--- config.mk ---
export PLATFORM = sky130hd
export DESIGN_NAME = trend_predictor_table
export DESIGN_NICKNAME = d
export VERILOG_FILES = /design/src/rtl/trend_predictor_table_pkg.sv /design/src/rtl/trend_predictor_table_step_unit.sv /design/src/rtl/trend_predictor_table.sv
export SDC_FILE = /design/constraint.sdc
export NUM_CORES = 1
export LEC_CHECK = 0
export CAP_MARGIN = 10
export CORE_MARGIN = 5
export CORE_UTILIZATION = 30
export DETAILED_ROUTE_END_ITERATION = 10
export MAX_ROUTING_LAYER = met4
export PLACE_DENSITY_LB_ADDON = 0.05
export SLEW_MARGIN = 5
export SYNTH_ARGS = -nofsm -noshare
export SYNTH_HDL_FRONTEND = slang
export SYNTH_SLANG_ARGS = --single-unit
--- constraint.sdc ---
create_clock -name clk -period 6.31 [get_ports clk]
set_clock_uncertainty 0.05 [all_clocks]
set_input_delay 1.893 -clock clk [delete_from_list [all_inputs] [get_ports clk]]
set_output_delay 1.893 -clock clk [all_outputs]
set_load 0.02 [all_outputs]
--- src/rtl/trend_predictor_table_pkg.sv ---
// rtl/trend_predictor_table_pkg.sv - shared trend-counter encodings, step constants and FSM states
package trend_predictor_table_pkg;

    localparam int CNT_W = 3;
    localparam int SUM_W = CNT_W + 1;
    localparam int CLS_W = 4;

    // Bit positions inside the {high_conf, upward, downward, no_conf} class vector
    localparam int CLS_HIGH = 3;
    localparam int CLS_UP   = 2;
    localparam int CLS_DOWN = 1;
    localparam int CLS_NO   = 0;

    localparam logic signed [SUM_W-1:0] STEP_P2 = 4'sd2;
    localparam logic signed [SUM_W-1:0] STEP_P1 = 4'sd1;
    localparam logic signed [SUM_W-1:0] STEP_M2 = -4'sd2;
    localparam logic signed [SUM_W-1:0] STEP_M3 = -4'sd3;

    localparam logic signed [SUM_W-1:0] CNT_MAX = 4'sd3;
    localparam logic signed [SUM_W-1:0] CNT_MIN = -4'sd4;

    typedef enum logic {
        ST_INIT = 1'b0,
        ST_RUN  = 1'b1
    } state_t;

    // Classes overlap, so the result is not one-hot
    function automatic logic [CLS_W-1:0] class_of(input logic [CNT_W-1:0] c);
        logic [CLS_W-1:0] cls;
        cls = '0;
        case (c)
            3'b011: cls[CLS_HIGH] = 1'b1;
            3'b010: begin
                cls[CLS_HIGH] = 1'b1;
                cls[CLS_UP]   = 1'b1;
            end
            3'b000: cls[CLS_UP] = 1'b1;
            3'b001, 3'b111: cls[CLS_DOWN] = 1'b1;
            3'b101: begin
                cls[CLS_DOWN] = 1'b1;
                cls[CLS_NO]   = 1'b1;
            end
            default: cls[CLS_NO] = 1'b1;
        endcase
        return cls;
    endfunction

endpackage

--- src/rtl/trend_predictor_table_step_unit.sv ---
// rtl/trend_predictor_table_step_unit.sv - class decode and clamped trend-counter step
module trend_step_unit
    import trend_predictor_table_pkg::*;
(
    input  logic [CNT_W-1:0] count,
    input  logic             down,
    output logic [CNT_W-1:0] new_count,
    output logic [CLS_W-1:0] cls
);

    logic signed [SUM_W-1:0] step;
    logic signed [SUM_W-1:0] sum;

    always_comb begin
        cls = class_of(count);
        if (cls[CLS_UP]) begin
            step = down ? STEP_M3 : STEP_P2;
        end else if (cls[CLS_DOWN]) begin
            step = down ? STEP_M2 : STEP_P1;
        end else begin
            step = down ? STEP_M2 : STEP_P2;
        end
        sum = $signed({count[CNT_W-1], count}) + step;
        if (sum > CNT_MAX) begin
            new_count = CNT_MAX[CNT_W-1:0];
        end else if (sum < CNT_MIN) begin
            new_count = CNT_MIN[CNT_W-1:0];
        end else begin
            new_count = sum[CNT_W-1:0];
        end
    end

endmodule

--- src/rtl/trend_predictor_table.sv ---
// rtl/trend_predictor_table.sv - trend-counter direction predictor table with misprediction statistic
module trend_predictor_table
    import trend_predictor_table_pkg::*;
#(
    parameter int INDEX_WIDTH        = 6,
    parameter int STAT_COUNTER_WIDTH = 5
) (
    input  logic                          clk,
    input  logic                          rst_n,
    output logic                          ready,
    input  logic                          pred_req,
    input  logic [31:0]                   pred_pc,
    output logic                          pred_vld,
    output logic                          pred_taken,
    output logic [CLS_W-1:0]              pred_class,
    input  logic                          upd_vld,
    input  logic [31:0]                   upd_pc,
    input  logic                          upd_taken,
    input  logic                          upd_mispredict,
    input  logic                          stat_clr,
    output logic [STAT_COUNTER_WIDTH-1:0] stat_count,
    output logic                          stat_of
);

    localparam int DEPTH = 1 << INDEX_WIDTH;
    localparam int STAT_SUM_W = STAT_COUNTER_WIDTH + 1;
    localparam logic [INDEX_WIDTH-1:0] LAST_IDX = '1;
    localparam logic [STAT_SUM_W-1:0] STAT_MAX = {1'b0, {STAT_COUNTER_WIDTH{1'b1}}};
    localparam logic [STAT_SUM_W-1:0] STAT_INC = STAT_SUM_W'(2);
    localparam logic [STAT_SUM_W-1:0] STAT_DEC = STAT_SUM_W'(1);

    state_t                  state;
    logic [INDEX_WIDTH-1:0]  walk_idx;
    logic [CNT_W-1:0]        table_q [DEPTH];

    logic [INDEX_WIDTH-1:0]  pred_idx;
    logic [INDEX_WIDTH-1:0]  upd_idx;
    logic                    run;
    logic                    req_en;
    logic                    upd_en;
    logic                    bypass;

    logic [CNT_W-1:0]        upd_rd;
    logic [CNT_W-1:0]        upd_new;
    logic [CLS_W-1:0]        upd_cls;
    logic [CNT_W-1:0]        lk_rd;
    logic [CNT_W-1:0]        lk_new;
    logic [CLS_W-1:0]        lk_cls;
    logic [CNT_W-1:0]        lk_count;
    logic [CLS_W-1:0]        lk_class;

    logic [STAT_SUM_W-1:0]   stat_sum;
    logic                    stat_hit_max;

    assign pred_idx = pred_pc[INDEX_WIDTH+1:2];
    assign upd_idx  = upd_pc[INDEX_WIDTH+1:2];
    assign run      = (state == ST_RUN);
    assign req_en   = run & pred_req;
    assign upd_en   = run & upd_vld;
    assign bypass   = upd_en & (upd_idx == pred_idx);

    assign upd_rd = table_q[upd_idx];
    assign lk_rd  = table_q[pred_idx];

    trend_step_unit u_upd_step (
        .count     (upd_rd),
        .down      (~upd_taken),
        .new_count (upd_new),
        .cls       (upd_cls)
    );

    // Same step as the update path; its result only matters when the indices collide
    trend_step_unit u_lk_step (
        .count     (lk_rd),
        .down      (~upd_taken),
        .new_count (lk_new),
        .cls       (lk_cls)
    );

    assign lk_count = bypass ? lk_new : lk_rd;
    assign lk_class = bypass ? class_of(lk_new) : lk_cls;

    logic unused_bits;
    assign unused_bits = ^{pred_pc[31:INDEX_WIDTH+2], pred_pc[1:0],
                           upd_pc[31:INDEX_WIDTH+2], upd_pc[1:0], upd_cls};

    always_comb begin
        stat_sum     = {1'b0, stat_count};
        stat_hit_max = 1'b0;
        if (upd_mispredict) begin
            stat_sum = stat_sum + STAT_INC;
            if (stat_sum > STAT_MAX) begin
                stat_sum     = STAT_MAX;
                stat_hit_max = 1'b1;
            end
        end else if (stat_count != '0) begin
            stat_sum = stat_sum - STAT_DEC;
        end
    end

    // Entries need no reset: the INIT walk clears every one before RUN
    always_ff @(posedge clk) begin
        if (state == ST_INIT) begin
            table_q[walk_idx] <= '0;
        end else if (upd_vld) begin
            table_q[upd_idx] <= upd_new;
        end
    end

    always_ff @(posedge clk or negedge rst_n) begin
        if (!rst_n) begin
            state      <= ST_INIT;
            walk_idx   <= '0;
            ready      <= 1'b0;
            pred_vld   <= 1'b0;
            pred_taken <= 1'b0;
            pred_class <= '0;
            stat_count <= '0;
            stat_of    <= 1'b0;
        end else begin
            pred_vld <= req_en;
            if (req_en) begin
                pred_taken <= ~lk_count[CNT_W-1];
                pred_class <= lk_class;
            end

            if (state == ST_INIT) begin
                walk_idx <= walk_idx + 1'b1;
                if (walk_idx == LAST_IDX) begin
                    state <= ST_RUN;
                    ready <= 1'b1;
                end
            end

            if (stat_clr) begin
                stat_count <= '0;
                stat_of    <= 1'b0;
            end else if (upd_en) begin
                stat_count <= stat_sum[STAT_COUNTER_WIDTH-1:0];
                if (stat_hit_max) begin
                    stat_of <= 1'b1;
                end
            end
        end
    end

endmodule

==> results.tsv, run 1 <==
metric	value	unit
nNetsFinal	881	
report.final.slew_viol_count	0	
die_y	202	um
clkLatencyLatePin	540	ps
syn_nets	829	
yosysTopAreaCell	edfxtp_1	
outcome	complete, no violations	
finalWeightedCongestion	0.846	
grtUsageTotal	0.164	
netlist_top_cells_count	192 x edfxtp_1, 88 x mux4_2, 87 x nor2_1	
cts_inserted_buffers	26	
min_to	ready$_DFFE_PN0P_	
fin_cells	1281	
grt_max_degree	65	
r2r_cells	13	
grt_pass1_wl	48.8	mm
worst-path-max-fanout	33	
crit_slowest_cell	nor2b_1	
fin_crit	5750	ps
core	36500	sq um
detail-route-antenna-nets	0	
drcViolationCount	0	
synth_edf_count	192	
dieArea	40900	sq um
routedWlPerCell	25.8	um
crit_chain	clkdlybuf4s50_1 -> nor2b_1 -> a22oi_1 -> a211oi_1 -> or4_1 -> nor3_4 -> a31o_1 -> ha_1 -> inv_1 -> fa_1 -> maj3_1 -> nor2_4 -> buf_12	
hold_violations	0	
crit_family	simple AND/OR/NAND/NOR gates	
leakagePower	0.00365	uW
dp_slack	38.2	ps
startpoint_type	primary input	
start_util	0.303	
hp-start	ready$_DFFE_PN0P_	
cts_setup_buffers	0	
drt_iter0_drc	441	
post_cts_resized	0	
synthesis.area	11100	sq um
grt_pass1_vias	7282	
ir_drop	0.000161	V
synthArstFlopShare	0.0943	
grt-ovfl-total	0	
cp-end-kind	register	
rsz0062_at_grt	no	
r2r_slack	2130	ps
synth_cells	744	
power_density	240	nW/um^2
required	6620	ps
vias	6897	
postCtsHoldBufs	0	
antenna_found_initial	0	
clock-sinks	212	
min_period_over_period	0.912	
tns	0	ps
vias_per_cell	5.38	
avgSynthCellArea	14.9	sq um
ys_types	67	
synth_seq_cells	212	
hpwl	23.7	mm
max_freq	0.174	GHz
crit_path_start	upd_pc[5]	
cp.depth	13	
cts.root.buffer_cell	clkbuf_16	
tritoncts	yes	
num_rows	70	
diodes	0	
path_class	primary input to register	
hold_depth	1	
cts.htree.levels	1	
yosysMostFrequentCell	edfxtp_1	
fin_ws	556	ps
n_fill_cell	3449	
synth_warnings	0	
seq_area_frac_synth	0.565	
clk_pin_slew	50	ps
drt-total-wl	33.0	mm
syn_to_final_growth	16.3	%
drive_above_1_share	0.224	
drt-pass1-iter-count	5	
port_buffers	31	
ys_top_cells_by_area	edfxtp_1 52%, mux4_2 18%, dfrtp_1 4.5%	
worst_slew_pin_slew	914	ps
timing.rr.end	table_q[7][1]$_DFFE_PP_	
cp_num_buf_inv	3	
setup_viol	0	
synth_top_cell_area_share	0.520	
ios	84	
clockBufferDepth	3	
critPathMaxStageDelay	780	ps
synthFlopType	edfxtp_1	
cp_data_arrival_time	6060	ps
r2r_start	table_q[12][0]$_DFFE_PP_	
cap_violations	0	
dp.cells	1236	
die-width	202	um
hold_path_class	register to register	
relSlewSlack	0.389	
[per-layer routing]
metal / share of wire / global-route usage / wire, um
met1: 0.43 / 0.208 / 14000
met2: 0.49 / 0.272 / 16300
met3: 0.059 / 0.0350 / 1950
met4: 0.021 / 0.0369 / 705
met5: 0 / - / 0
[worst max path at each step]
stage	end	slack, ps
2_1_floorplan	table_q[0][0]$_DFFE_PP_	170
3_3_place_gp	table_q[4][1]$_DFFE_PP_	80
3_5_place_dp	table_q[4][1]$_DFFE_PP_	40
4_1_cts	table_q[31][1]$_DFFE_PP_	580
5_1_grt	pred_class[1]$_DFFE_PN0P_	380
6_report	table_q[7][1]$_DFFE_PP_	560
[per-stage QoR]
| step | total power [uW] | hold WS (ps) | util | instance area [sq um] |
|---|---|---|---|---|
| finish | 3100 | 433 | 0.353 | 12900 |
| global route | 3220 | 466 | 0.353 | 12900 |
| CTS | 3140 | 436 | 0.353 | 12900 |
| detailed placement | 1790 | 419 | 0.332 | 12100 |
| global placement | 1790 | 417 | 0.332 | 12100 |
| floorplan | 1700 | 429 | - | 11100 |
[power breakdown]
group	internal, uW	switching, uW
clock network	779	562
registers	1510	0.0000000000000951
logic	109	139
[layout by cell type (no fill, tap or decap), drive strengths merged, types with 4 or more instances in the layout]
master,instances
a211oi,5
a21oi,19
a221oi,4
a22oi,24
a31oi,6
and2,5
and3,4
buf,45
clkbuf,37
clkdlybuf4s50,26
clkinv,8
dfrtp,20
edfxtp,192
ha,12
inv,21
mux2,7
mux2i,21
mux4,89
nand2,38
nand2b,14
nand3,19
nor2,87
nor2b,12
nor3,5
o21ai,14
o221ai,4
o22ai,8
o31ai,6
or3,4
xnor2,9
xor2,5
[area by class of cell]
type | count | area, sq um | share of cell area
Timing Repair Buffer | 71 | 763 | 0.0592
Tap cell | 468 | 586 | 0.0454
Multi-Input combinational cell | 464 | 4440 | 0.345
Inverter | 21 | 78.8 | 0.00612
Clock inverter | 8 | 40.0 | 0.00311
Clock buffer | 37 | 713 | 0.0553
Sequential cell | 212 | 6270 | 0.486
[state kept, by name, indices dropped and copies added, names as in the netlist]
name	count
pred_class	4
pred_taken	1
pred_vld	1
ready	1
run	1
stat_count	5
stat_of	1
table_q	192
walk_idx	6
[kinds of logic after synthesis]
kind of cell | after synthesis | synth area share
XOR/XNOR | 14 | 0.0111
AND/OR/NAND/NOR | 205 | 0.0892
multiplexers | 117 | 0.207
buffers and inverters | 68 | 0.0358
AO/OA/AOI/OAI | 113 | 0.0731
flip-flops | 212 | 0.565
adder cells (fa/ha/maj) | 15 | 0.0181
(Power assumes the default switching activity.)
==> run 2, diff against run 1 <==
- SLEW_MARGIN: 5 -> 10
==> results of run 2 <==
The final DEF is identical to that of run 1; final timing and power are the same.
==> run 3, diff against run 2 <==
- CORE_MARGIN: 5 -> unset
- TNS_END_PERCENT: unset -> 100
==> run 3 against run 2 <==
First-iteration DRC count grew 3.9%; via count up 0.39%; clock-buffer cell count shrank 5; clock power up 10%; combinational power is 2% higher.
==> results.tsv, run 3 (synthesis results as in run 1) <==
metric	value	unit	change
ios	84		unchanged
start_util	0.304		+0.000729
grt_max_degree	65		unchanged
final_cell_mix	192 x edfxtp_1, 88 x mux4_2, 84 x nor2_1, 38 x nand2_1, 37 x buf_4		
tritoncts	yes		
syn_to_final_growth	17.4	%	
vias_per_cell	5.36		-0.39%
grtUsageTotal	0.186		+0.0222
hold_ws	436	ps	+2.35 ps
startpoint_type	primary input		
power.internal	2500	uW	+4.3%
ir_drop	0.000175	V	+8.7%
worst_slew_pin_slew	917	ps	+3.88 ps
cp-end-kind	register		
setup_viol	0		unchanged
clkLatencyLatePin	540	ps	about the same
cp_data_arrival_time	5940	ps	-120 ps
port_buffers	31		unchanged
outcome	complete, no violations		
vias	6924		+0.39%
final_common_cell	edfxtp_1		
fin_cells	1291		+0.78%
clk_pin_slew	60	ps	about the same
switching_share	0.228		+0.00175
die-width	194	um	-4.0%
clock-sinks	212		unchanged
detail-route-antenna-nets	0		unchanged
cts.htree.levels	1		unchanged
drt_iter0_drc	458		+3.9%
core	36400	sq um	-0.24%
num_rows	70		unchanged
post_cts_resized	0		unchanged
drive_above_1_share	0.236		+0.0119
antenna_found_initial	0		unchanged
combPwrFrac	0.078		-0.002
cap_violations	0		unchanged
worst-path-max-fanout	43		+30%
required	6620	ps	about the same
nNetsFinal	889		+0.91%
largest_register_ffs	192		unchanged
rsz0062_at_grt	no		
largest-register	table_q		
reg_top3	table_q: 192 flops, walk_idx: 6 flops, stat_count: 5 flops		
pwr-share-clk	0.456		+0.023
path_class	primary input to register		
hold_path_class	register to register		
hold_violations	0		unchanged
hpwl	24.0	mm	+1.0%
drcViolationCount	0		unchanged
report.final.slew_viol_count	0		unchanged
dp.cells	1244		+0.65%
cts_inserted_buffers	26		unchanged
grt-ovfl-total	0		unchanged
drt-pass1-iter-count	5		unchanged
dieArea	37700	sq um	-7.8%
tns	0	ps	unchanged
hp-start	pred_taken$_DFFE_PN0P_		
regArea	6270	sq um	unchanged
multi_input_area	4440	sq um	unchanged
n_fill_cell	3468		+0.55%
fin_crit	5630	ps	-124 ps
postCtsHoldBufs	0		unchanged
finalWeightedCongestion	0.865		+2.2%
r2r_start	table_q[59][0]$_DFFE_PP_		
seqPwrFrac	0.466		-0.021
cts_setup_buffers	0		unchanged
drt-total-wl	33.3	mm	+0.90%
relSlewSlack	0.386		-0.00259
routedWlPerCell	25.8	um	+0.12%
leakagePower	0.00372	uW	+1.9%
min_period_over_period	0.892		-0.0196
power_density	249	nW/um^2	+3.6%
grt_pass1_vias	7364		+1.1%
diodes	0		unchanged
post-route-util	0.357		+0.00414
max_freq	0.178	GHz	+2.2%
clockBufferDepth	3		unchanged
die_y	194	um	-4.0%
grt_pass1_wl	50.0	mm	+2.5%
crit_path_start	upd_pc[4]		
cts.root.buffer_cell	clkbuf_16		
p_total	3240	uW	+4.5%
power.switching	738	uW	+5.3%
==> run 3: through the flow <==
step,instance area (sq um),setup WS [ps]
3_5_place_dp,12200,128
5_1_grt,13000,346
4_1_cts,13000,694
3_3_place_gp,12200,178
2_1_floorplan,11100,166
6_report,13000,680
==> run 3: worst paths after layout <==
path	to	slack, ps	cells after the start
max in group asynchronous	pred_vld$_DFF_PN0_	3830	1
worst max-delay path	table_q[42][1]$_DFFE_PP_	680	17
worst min register to register	pred_taken$_DFFE_PN0P_	440	2
worst max register to register	table_q[42][1]$_DFFE_PP_	2060	14
min in group asynchronous	stat_count[2]$_DFFE_PN0P_	1820	1
worst min-delay path	pred_taken$_DFFE_PN0P_	440	2
==> run 3: critical path, cell delays in order <==
cell and delay [ps]:
clkdlybuf4s50_1 450, buf_12 170, nor2b_1 140, buf_4 190, a22oi_1 170, a21oi_1 100, buf_4 160, or4_1 690
nor3_4 230, a31o_1 140, ha_1 160, inv_1 60, fa_1 380, xor2_1 170, maj3_1 390, nor2_4 160
buf_12 230
==> run 3: power groups by stage <==
stage                     Clock, uW  Combinational, uW  Sequential [uW]
final                          1480                253             1510
after CTS                      1520                256             1510
after global routing           1560                276             1510
after global placement            0                250             1540
after floorplan                   0                166             1540
after detailed placement          0                255             1540
==> run 3: area by class of cell <==
cell class,instances,share of cell area
clock inverter,15,0.0127
timing repair buffer,79,0.0614
tap,468,0.0450
multi-input combinational,464,0.341
inverter,21,0.00606
clock buffer,32,0.0518
sequential,212,0.482
==> run 3: layer usage <==
metal,track usage,wire [um],up-vias
met5,-,0,-
met4,0.0526,906,0
met3,0.0244,1390,50
met2,0.293,15800,185
met1,0.252,15200,3603
li1,-,-,3086
